`config.mk`:
```
export PLATFORM = sky130hd
export DESIGN_NAME = uart_rx_cfg
export DESIGN_NICKNAME = d
export VERILOG_FILES = /design/src/rtl/uart_pkg.sv /design/src/rtl/uart_bit_sampler.sv /design/src/rtl/uart_rx_cfg.sv
export SDC_FILE = /design/constraint.sdc
export NUM_CORES = 1
export LEC_CHECK = 0
export ABC_AREA = 0
export BUFFER_PORTS_ARGS = -buffer_cell sky130_fd_sc_hd__buf_2
export CORE_MARGIN = 2
export CORE_UTILIZATION = 43
export DETAILED_ROUTE_END_ITERATION = 12
export GPL_ROUTABILITY_DRIVEN = 0
export MAX_ROUTING_LAYER = met4
export SLEW_MARGIN = 25
export SYNTH_ARGS = -nofsm -noshare
export SYNTH_HDL_FRONTEND = slang
export SYNTH_SLANG_ARGS = --single-unit
```
`constraint.sdc`:
```
create_clock -name sys_clk -period 2.25 [get_ports sys_clk]
set_input_delay 0.45 -clock sys_clk [delete_from_list [all_inputs] [get_ports sys_clk]]
set_output_delay 0.45 -clock sys_clk [all_outputs]
set_load 0.01 [all_outputs]
```
`src/rtl/uart_pkg.sv`:
```
// Shared UART definitions: receiver state encoding, parity modes, per-frame
// status flags and the baud-divider derivation used by both rx and tx.
package uart_pkg;

    // One-hot receiver states
    localparam logic [5:0] ST_IDLE     = 6'b000001;
    localparam logic [5:0] ST_START    = 6'b000010;
    localparam logic [5:0] ST_DATA     = 6'b000100;
    localparam logic [5:0] ST_PARITY   = 6'b001000;
    localparam logic [5:0] ST_STOP     = 6'b010000;
    localparam logic [5:0] ST_BRK_WAIT = 6'b100000;

    // Parity modes
    localparam int PARITY_NONE = 0;
    localparam int PARITY_ODD  = 1;
    localparam int PARITY_EVEN = 2;

    // Status flags that travel with a received word
    typedef struct packed {
        logic parity_err;
        logic frame_err;
        logic break_det;
    } rx_flags_t;

    // Clock cycles per bit, rounded to nearest
    function automatic int calc_bit_cnt(input int clk_freq, input int baud);
        return (clk_freq + baud / 2) / baud;
    endfunction

    // Half a bit time, used to find the bit centre
    function automatic int calc_half(input int clk_freq, input int baud);
        return calc_bit_cnt(clk_freq, baud) / 2;
    endfunction

endpackage

```
`src/rtl/uart_bit_sampler.sv`:
```
// Line front end for the UART receiver: metastability synchroniser, falling
// edge detector, per-bit cycle counter and a three-sample majority vote taken
// around the middle of each bit.
module uart_bit_sampler
    import uart_pkg::*;
#(
    parameter int CLK_FREQ = 50_000_000,
    parameter int BAUD     = 115200
) (
    input  logic sys_clk,
    input  logic rst_n,
    input  logic uartrx,
    input  logic run,
    output logic rx_line,
    output logic fall_edge,
    output logic bit_val,
    output logic bit_strobe,
    output logic bit_end
);

    localparam int BIT_CNT = calc_bit_cnt(CLK_FREQ, BAUD);
    localparam int HALF    = calc_half(CLK_FREQ, BAUD);
    localparam int CNT_W   = $clog2(BIT_CNT);

    logic             rx_meta;
    logic             rx_sync;
    logic             rx_prev;
    logic [CNT_W-1:0] cnt;
    logic             samp_a;
    logic             samp_b;

    // Two-flop synchroniser plus a history flop; idle line is high
    always_ff @(posedge sys_clk or negedge rst_n) begin
        if (!rst_n) begin
            rx_meta <= 1'b1;
            rx_sync <= 1'b1;
            rx_prev <= 1'b1;
        end else begin
            rx_meta <= uartrx;
            rx_sync <= rx_meta;
            rx_prev <= rx_sync;
        end
    end

    assign rx_line   = rx_sync;
    assign fall_edge = rx_prev & ~rx_sync;

    // Bit-time counter; parked at 0 whenever the receiver is not in a frame
    always_ff @(posedge sys_clk or negedge rst_n) begin
        if (!rst_n) begin
            cnt <= '0;
        end else if (!run || (cnt == CNT_W'(BIT_CNT - 1))) begin
            cnt <= '0;
        end else begin
            cnt <= cnt + 1'b1;
        end
    end

    // Capture the two samples that precede the voting cycle
    always_ff @(posedge sys_clk or negedge rst_n) begin
        if (!rst_n) begin
            samp_a <= 1'b0;
            samp_b <= 1'b0;
        end else begin
            if (cnt == CNT_W'(HALF - 1)) begin
                samp_a <= rx_sync;
            end
            if (cnt == CNT_W'(HALF)) begin
                samp_b <= rx_sync;
            end
        end
    end

    // Third sample is the live synchronised line at HALF+1
    assign bit_val    = (samp_a & samp_b) | (samp_a & rx_sync) | (samp_b & rx_sync);
    assign bit_strobe = run && (cnt == CNT_W'(HALF + 1));
    assign bit_end    = run && (cnt == CNT_W'(BIT_CNT - 1));

endmodule

```
`src/rtl/uart_rx_cfg.sv`:
```
// Configurable UART receiver: 5..9 data bits, none/odd/even parity, one or
// two stop bits. Frames are delivered through a one-entry valid/ready holding
// register together with parity, framing, break and overrun flags.
module uart_rx_cfg
    import uart_pkg::*;
#(
    parameter int CLK_FREQ  = 50_000_000,
    parameter int BAUD      = 115200,
    parameter int DATA_BITS = 8,
    parameter int PARITY    = 0,
    parameter int STOP_BITS = 1
) (
    input  logic                 sys_clk,
    input  logic                 rst_n,
    input  logic                 uartrx,
    output logic [DATA_BITS-1:0] odat,
    output logic                 out_valid,
    input  logic                 out_ready,
    output logic                 parity_err,
    output logic                 frame_err,
    output logic                 break_det,
    output logic                 overrun,
    output logic                 rx_busy
);

    logic                 rx_line;
    logic                 fall_edge;
    logic                 bit_val;
    logic                 bit_strobe;
    logic                 bit_end;
    logic                 run;

    logic [5:0]           state;
    logic [3:0]           bit_idx;
    logic                 stop_idx;
    logic [DATA_BITS-1:0] shreg;
    logic                 par_bit;
    logic                 par_err_r;
    logic                 frm_err_r;

    logic                 exp_par;
    logic                 frame_now;
    logic                 last_stop;
    logic                 commit;
    logic                 brk_now;
    rx_flags_t            commit_flags;

    assign run     = (state != ST_IDLE) && (state != ST_BRK_WAIT);
    assign rx_busy = (state != ST_IDLE);

    uart_bit_sampler #(
        .CLK_FREQ (CLK_FREQ),
        .BAUD     (BAUD)
    ) u_sampler (
        .sys_clk    (sys_clk),
        .rst_n      (rst_n),
        .uartrx     (uartrx),
        .run        (run),
        .rx_line    (rx_line),
        .fall_edge  (fall_edge),
        .bit_val    (bit_val),
        .bit_strobe (bit_strobe),
        .bit_end    (bit_end)
    );

    // Frame-level decisions made at the last stop bit's voting point
    always_comb begin
        exp_par   = (PARITY == PARITY_ODD) ? ~(^shreg) : (^shreg);
        frame_now = frm_err_r | ~bit_val;
        last_stop = (stop_idx == 1'(STOP_BITS - 1));
        commit    = (state == ST_STOP) && bit_strobe && last_stop;
        brk_now   = (shreg == '0) && ((PARITY == PARITY_NONE) || !par_bit) && frame_now;
        commit_flags.parity_err = (PARITY != PARITY_NONE) && par_err_r;
        commit_flags.frame_err  = frame_now;
        commit_flags.break_det  = brk_now;
    end

    // Receive state machine and data/parity/stop bookkeeping
    always_ff @(posedge sys_clk or negedge rst_n) begin
        if (!rst_n) begin
            state     <= ST_IDLE;
            bit_idx   <= '0;
            stop_idx  <= 1'b0;
            shreg     <= '0;
            par_bit   <= 1'b0;
            par_err_r <= 1'b0;
            frm_err_r <= 1'b0;
        end else begin
            case (state)
                ST_IDLE: begin
                    if (fall_edge) begin
                        state <= ST_START;
                    end
                end
                ST_START: begin
                    bit_idx   <= '0;
                    stop_idx  <= 1'b0;
                    par_bit   <= 1'b0;
                    par_err_r <= 1'b0;
                    frm_err_r <= 1'b0;
                    if (bit_strobe && bit_val) begin
                        state <= ST_IDLE;
                    end else if (bit_end) begin
                        state <= ST_DATA;
                    end
                end
                ST_DATA: begin
                    if (bit_strobe) begin
                        shreg <= {bit_val, shreg[DATA_BITS-1:1]};
                    end
                    if (bit_end) begin
                        if (bit_idx == 4'(DATA_BITS - 1)) begin
                            bit_idx <= '0;
                            state   <= (PARITY != PARITY_NONE) ? ST_PARITY : ST_STOP;
                        end else begin
                            bit_idx <= bit_idx + 1'b1;
                        end
                    end
                end
                ST_PARITY: begin
                    if (bit_strobe) begin
                        par_bit   <= bit_val;
                        par_err_r <= (bit_val != exp_par);
                    end
                    if (bit_end) begin
                        state <= ST_STOP;
                    end
                end
                ST_STOP: begin
                    if (bit_strobe) begin
                        frm_err_r <= frame_now;
                        if (last_stop) begin
                            state <= brk_now ? ST_BRK_WAIT : ST_IDLE;
                        end else begin
                            stop_idx <= stop_idx + 1'b1;
                        end
                    end
                end
                ST_BRK_WAIT: begin
                    if (rx_line) begin
                        state <= ST_IDLE;
                    end
                end
                default: begin
                    state <= ST_IDLE;
                end
            endcase
        end
    end

    // One-entry holding register; a new word always replaces an old one
    always_ff @(posedge sys_clk or negedge rst_n) begin
        if (!rst_n) begin
            odat       <= '0;
            out_valid  <= 1'b0;
            parity_err <= 1'b0;
            frame_err  <= 1'b0;
            break_det  <= 1'b0;
            overrun    <= 1'b0;
        end else if (commit) begin
            odat       <= shreg;
            parity_err <= commit_flags.parity_err;
            frame_err  <= commit_flags.frame_err;
            break_det  <= commit_flags.break_det;
            out_valid  <= 1'b1;
            overrun    <= out_valid && !out_ready;
        end else if (out_valid && out_ready) begin
            out_valid <= 1'b0;
        end
    end

endmodule

```
## Word-level counts from Yosys, hierarchy flattened

Index checks and enable logic that the tools add are counted.

- Bits in registers: 46
- Input bits: 4
- Output and inout bits: 14
- Logic and storage cells: 92

- $add $sub $neg: 3
- Equality and inequality tests: 21
- Multiplexer cells: 22
- Bitwise logic cells: 10
- Reductions and logical operators: 20

Operators with widths:

| cell | count |
|---|---|
| 6-bit two-way mux | 10 |
| 6-bit case mux with 6 select lines | 1 |
| 9-bit by 8-bit == test with 1-bit output (second input constant) | 3 |
| 2-bit inequality test (second input constant) | 6 |
| 9-bit by 1-bit adder with 9-bit output (second input constant) | 1 |
| 9-bit == test (second input constant) | 1 |
| 1-bit logical AND | 9 |
| 9-bit two-way mux | 1 |
| 8-bit zero test | 1 |
| 4-bit two-way mux | 2 |
| 4-bit case mux with 2 select lines | 1 |
| 8-bit AND reduction | 1 |
| 6-bit by 1-bit == test with 1-bit output (second input constant) | 1 |
| 6-bit by 2-bit == test with 1-bit output (second input constant) | 1 |
| 6-bit by 3-bit == test with 1-bit output (second input constant) | 1 |
| 6-bit by 4-bit == test with 1-bit output (second input constant) | 1 |
| 6-bit by 5-bit == test with 1-bit output (second input constant) | 1 |
| 6-bit == test (second input constant) | 1 |
| 6-bit by 1-bit inequality test with 1-bit output (second input constant) | 1 |
| 6-bit inequality test (second input constant) | 1 |
| 2-bit AND reduction | 3 |
| 2-bit nonzero test | 3 |
| 1-bit two-way mux | 5 |
| 4-bit by 1-bit adder with 4-bit output (second input constant) | 1 |
| 10 further kinds | 19 |

## Longest topological paths before layout

- Depth after elaboration: 10
- Gate-level depth with buffers: 8
- Mapped depth without buffers: 6

## Modules after synthesis

From an unflattened synthesis, not the netlist that was laid out.

- Cell total of the unflattened synthesis: 184
- Area total of the unflattened synthesis: 2207.1 um2

Modules (own cells, without submodules):

| module | instances | cells each | area each (um2) | sequential area each (um2) |
|---|---|---|---|---|
| uart_rx_cfg | 1 | 121 | 1496.4 | 752.0 |
| uart_bit_sampler | 1 | 63 | 710.7 | 354.1 |

## Worst setup path before layout

OpenSTA, ideal clock, no wires.

- Path kind: reg-to-reg
- Start: reg state[1]
- End: reg frame_err
- Library setup time: 0.125 ns
- Data arrival time: 1.745 ns
- Required time: 2.125 ns
- Path slack: 0.380 ns
- Cell stages (with the launch flop): 7
- Buffers on the path: 2
- Period minus slack after synthesis: 1.870 ns
- Cell sequence: dfrtp_1 or3_4 o211a_1 buf_6 nand2_1 buf_4 mux2_2

- Cells in the longest elaborated chain, start to end: 5
- Elaborated cells between the ends (all ways): 7
- Those cells by class: eq/ne: 3; reduce/logical: 4

Ends and longest elaborated chain:

| what | line | source |
|---|---|---|
| start: declaration | uart_rx_cfg.sv:33 | `logic [5:0] state;` |
| start signal: assignment | uart_rx_cfg.sv:114 | `state <= (PARITY != PARITY_NONE) ? ST_PARITY : ST_STOP;` |
| start signal: assignment | uart_rx_cfg.sv:133 | `state <= brk_now ? ST_BRK_WAIT : ST_IDLE;` |
| 6-bit by 1-bit inequality test with 1-bit output / 6-bit inequality test (equally long branches) | uart_rx_cfg.sv:48 | `assign run = (state != ST_IDLE) && (state != ST_BRK_WAIT);` |
| 1-bit logical AND | uart_rx_cfg.sv:48 |  |
| 1-bit logical AND | uart_bit_sampler.sv:76 | `assign bit_strobe = run && (cnt == CNT_W'(HALF + 1));` |
| 1-bit logical AND (*) (2 in a row) | uart_rx_cfg.sv:71 | `commit = (state == ST_STOP) && bit_strobe && last_stop;` |
| end signal: assignment | uart_rx_cfg.sv:163 | `frame_err <= commit_flags.frame_err;` |
| end: declaration | uart_rx_cfg.sv:20 | `output logic frame_err,` |

Mark *: on every way between the ends. The rest lies on a longest branch, timed or not.
A chain may end at the register's enable or synchronous reset.

## Final worst setup path

- Start: reg state[1]
- End: reg odat[3]

- Cells in the longest elaborated chain, start to end: 5
- Elaborated cells between the ends (all ways): 7
- Those cells by class: eq/ne: 3; reduce/logical: 4

Ends and longest elaborated chain:

| what | line | source |
|---|---|---|
| 6-bit by 1-bit inequality test with 1-bit output / 6-bit inequality test (equally long branches) | uart_rx_cfg.sv:48 |  |
| 1-bit logical AND | uart_rx_cfg.sv:48 |  |
| 1-bit logical AND | uart_bit_sampler.sv:76 |  |
| 1-bit logical AND (*) (2 in a row) | uart_rx_cfg.sv:71 |  |
| end signal: assignment | uart_rx_cfg.sv:161 | `odat <= shreg;` |
| end: declaration | uart_rx_cfg.sv:16 | `output logic [DATA_BITS-1:0] odat,` |

Marks and branches as above.

==> reports/qor.csv <==
metric;value;unit
outcome;completed;
CP max stage cell;dfrtp_1;
flop2flop setup slack;0.21;ns
WL final;3790;um
setup violators final;0;
post-synthesis register bit count;44;
DIE AREA;0.00554;sq mm
Skew-Pair Late Insertion Delay;0.29;ns
clk_skew;0.00831;ns
worst path cell trace;or3_4 > o211a_1 > nand2_1 > mux2_2;
met2 wire len;1810;um
clock buffer depth;2;
final setup TNS;0;ns
Cells after Synth;179;
Metal-1 WL;1780;um
pwr dens;849;mW/mm^2
DRC;0;
total track usage;16.3;%
final hold violation count;0;
Filler cells;449;
I/O pins;18;
largest net degree at the start of global routing;45;
Pre-antenna DRT Iters;4;
Seq/Total Area, Yosys;51.8;%
Reg area;0.00111;sq mm
grt ovf;0;
CTS tree;built;
Min-Delay Path Class;input pin to asynchronous set/reset pin;
design area;0.00240;sq mm
Post-synth ARST share;100;%
fin. max-slew vios;0;
CP Data Required Time;2.43;ns
top routing layer used;met4;
Tmin final;2.04;ns
die width;74.4;um
Slew HR;64.2;%
Starting Density;44.9;%
PortBufs;16;
Yosys warnings;0;
reg2reg start;state[1]$_DFFE_PN0P_;
Inserted Diodes;0;
1st-iter DRT viols;76;
DR vias/cell;5.19;
Syn Area/Cell;11.9;sq um
max incr delay on CP;0.45;ns
initial antenna violation count;0;
Die Y;74.4;um
final worst-path cycle share;90.8;%
Hold-fix buffers, CTS;0;
Num CTS Buffers;5;
share of cells above drive strength 1;30.0;%
max cap viols;0;
Syn Nets;188;
vias in the first global route;1393;
Yosys top cell area share;46.9;%
Met3 Wirelength;130;um
WL per Instance;14.0;um
Final #Nets;211;
Leak;0.00116;uW
clk sinks;44;
crit path kind;flip-flop to flip-flop;
Netlist cell types;50;
VDD IR max;0.389;mV
Crit. End Element;flip-flop;
fmax;490;MHz
area of the multi-input gates;967;sq um
clock slew at reported path FFs;0.08;ns
worst-path fanout max;11;
Crit. Startpoint;state[1]$_DFFE_PN0P_;
core area;0.00475;sq mm
CTS resizes;0;
CP Data Arrival Time;2.22;ns
Antenna Violating Nets Remaining;0;
Synth area leader;dfrtp_1;
CP startpoint kind;flip-flop;
top_reg_cell synth;dfrtp_1;
RSZ-0062 raised after global routing;false;
Site Rows;25;
top post-synthesis cells by area;dfrtp_1 47%, mux2_2 6.3%, mux2_4 5.6%;
first-pass GRT wire length;6580;um
clk root buf;clkbuf_8;
vias;1400;
Least-Margin Pin Slew;0.538;ns
post-place instance area;0.00229;sq mm
H-tree depth;2;
hpwl dp;2810;um
Layout area overhead;12.4;%
Setup Fix Bufs, Post-CTS;0;
number of synthesized flops with an enable pin;0;
Mapped Area;0.00213;sq mm
metal layers:
metal / up-vias / track usage [%]
met5: - / -
met3: 7 / 4.07
met1: 687 / 21.7
met4: 0 / 6.15
met2: 25 / 24.2
li1: 681 / -
critical path, delay by kind of cell, from the launching register on:
| kind | cells | cell delay, ns |
|---|---|---|
| AND/OR/NAND/NOR | 2 | 0.80 |
| multiplexers | 1 | 0.39 |
| flip-flops | 1 | 0.45 |
| AO/OA/AOI/OAI | 1 | 0.29 |
flip-flops by register name (all words and copies together), names as in the netlist:
name,count
out_valid,1
u_sampler.rx_meta,1
odat,8
u_sampler.cnt,9
frm_err_r,1
u_sampler.samp_a,1
frame_err,1
u_sampler.samp_b,1
u_sampler.rx_prev,1
state,5
shreg,8
overrun,1
break_det,1
u_sampler.rx_line,1
bit_idx,4
area by class of cell:
cell class / count / share of cell area [%]
multi-input cells: 125 / 40.3
clock inverters: 2 / 1.46
well taps: 67 / 3.50
flip-flops and latches: 44 / 46.1
clock buffers: 6 / 3.03
repair buffers: 20 / 4.59
inverters: 6 / 0.939
cells in the mapped netlist (3+ instances only):
| cell type | instances |
|---|---|
| dfrtp_1 | 40 |
| nor2_1 | 16 |
| mux2_2 | 12 |
| nand2_1 | 9 |
| mux2_4 | 8 |
| nand3_1 | 7 |
| inv_1 | 6 |
| ha_1 | 5 |
| xnor2_1 | 5 |
| a31o_2 | 4 |
| dfstp_2 | 4 |
| xor2_1 | 4 |
| and2_1 | 3 |
| and3_1 | 3 |
| nand2b_1 | 3 |
| o21ai_0 | 3 |
where the power goes:
group	switching (uW)	total [uW]	internal (uW)
Combinational	285	493	209
Clock	254	583	329
Sequential	91.0	959	868
worst paths after layout:
| path | cells after the start | end |
|---|---|---|
| setup reg to reg | 4 | odat[3]$_DFFE_PN0P_ |
| max in group asynchronous | 2 | state[0]$_DFFE_PN1P_ |
| hold reg to reg | 0 | u_sampler.rx_line$_DFF_PN1_ |
| min in group sys_clk | 1 | u_sampler.rx_meta$_DFF_PN1_ |
| hold / removal | 2 | bit_idx[2]$_DFFE_PN0P_ |
| setup / recovery | 4 | odat[3]$_DFFE_PN0P_ |
logic make-up (layout without fill, tap and decap cells):
group	count (synthesis)	count (layout)	share of synthesized area, %
and+or+nand+nor	62	62	16.5
buffers and inverters	10	34	2.81
other	1	1	0.176
muxes	21	21	12.4
DFF	44	44	51.8
AOI/OAI and AO/OA	26	26	9.09
adders and majority gates	6	6	3.40
xor gates and xnor gates	9	9	3.69
layout by cell type, fill, tap and decap left out, drive strengths merged, types with 4 or more instances in the layout:
master / count
nand3: 7
dfrtp: 40
dfstp: 4
nand2: 9
and3: 4
clkbuf: 6
buf: 20
a31o: 4
ha: 5
mux2: 20
nor2: 16
xor2: 4
xnor2: 5
inv: 6
through the flow:
stage	utilization [%]	instances	worst slack, ns	power (uW)	hold slack (ns)
after floorplan	-	179	0.380	1320	0.154
after global placement	48.2	262	0.264	1440	0.349
after detailed placement	48.2	262	0.218	1470	0.355
after CTS	50.4	270	0.208	2050	0.243
after global routing	50.4	270	0.0898	2180	0.236
final	50.4	270	0.207	2040	0.209
Note: power is estimated with default switching activity, not from simulation.
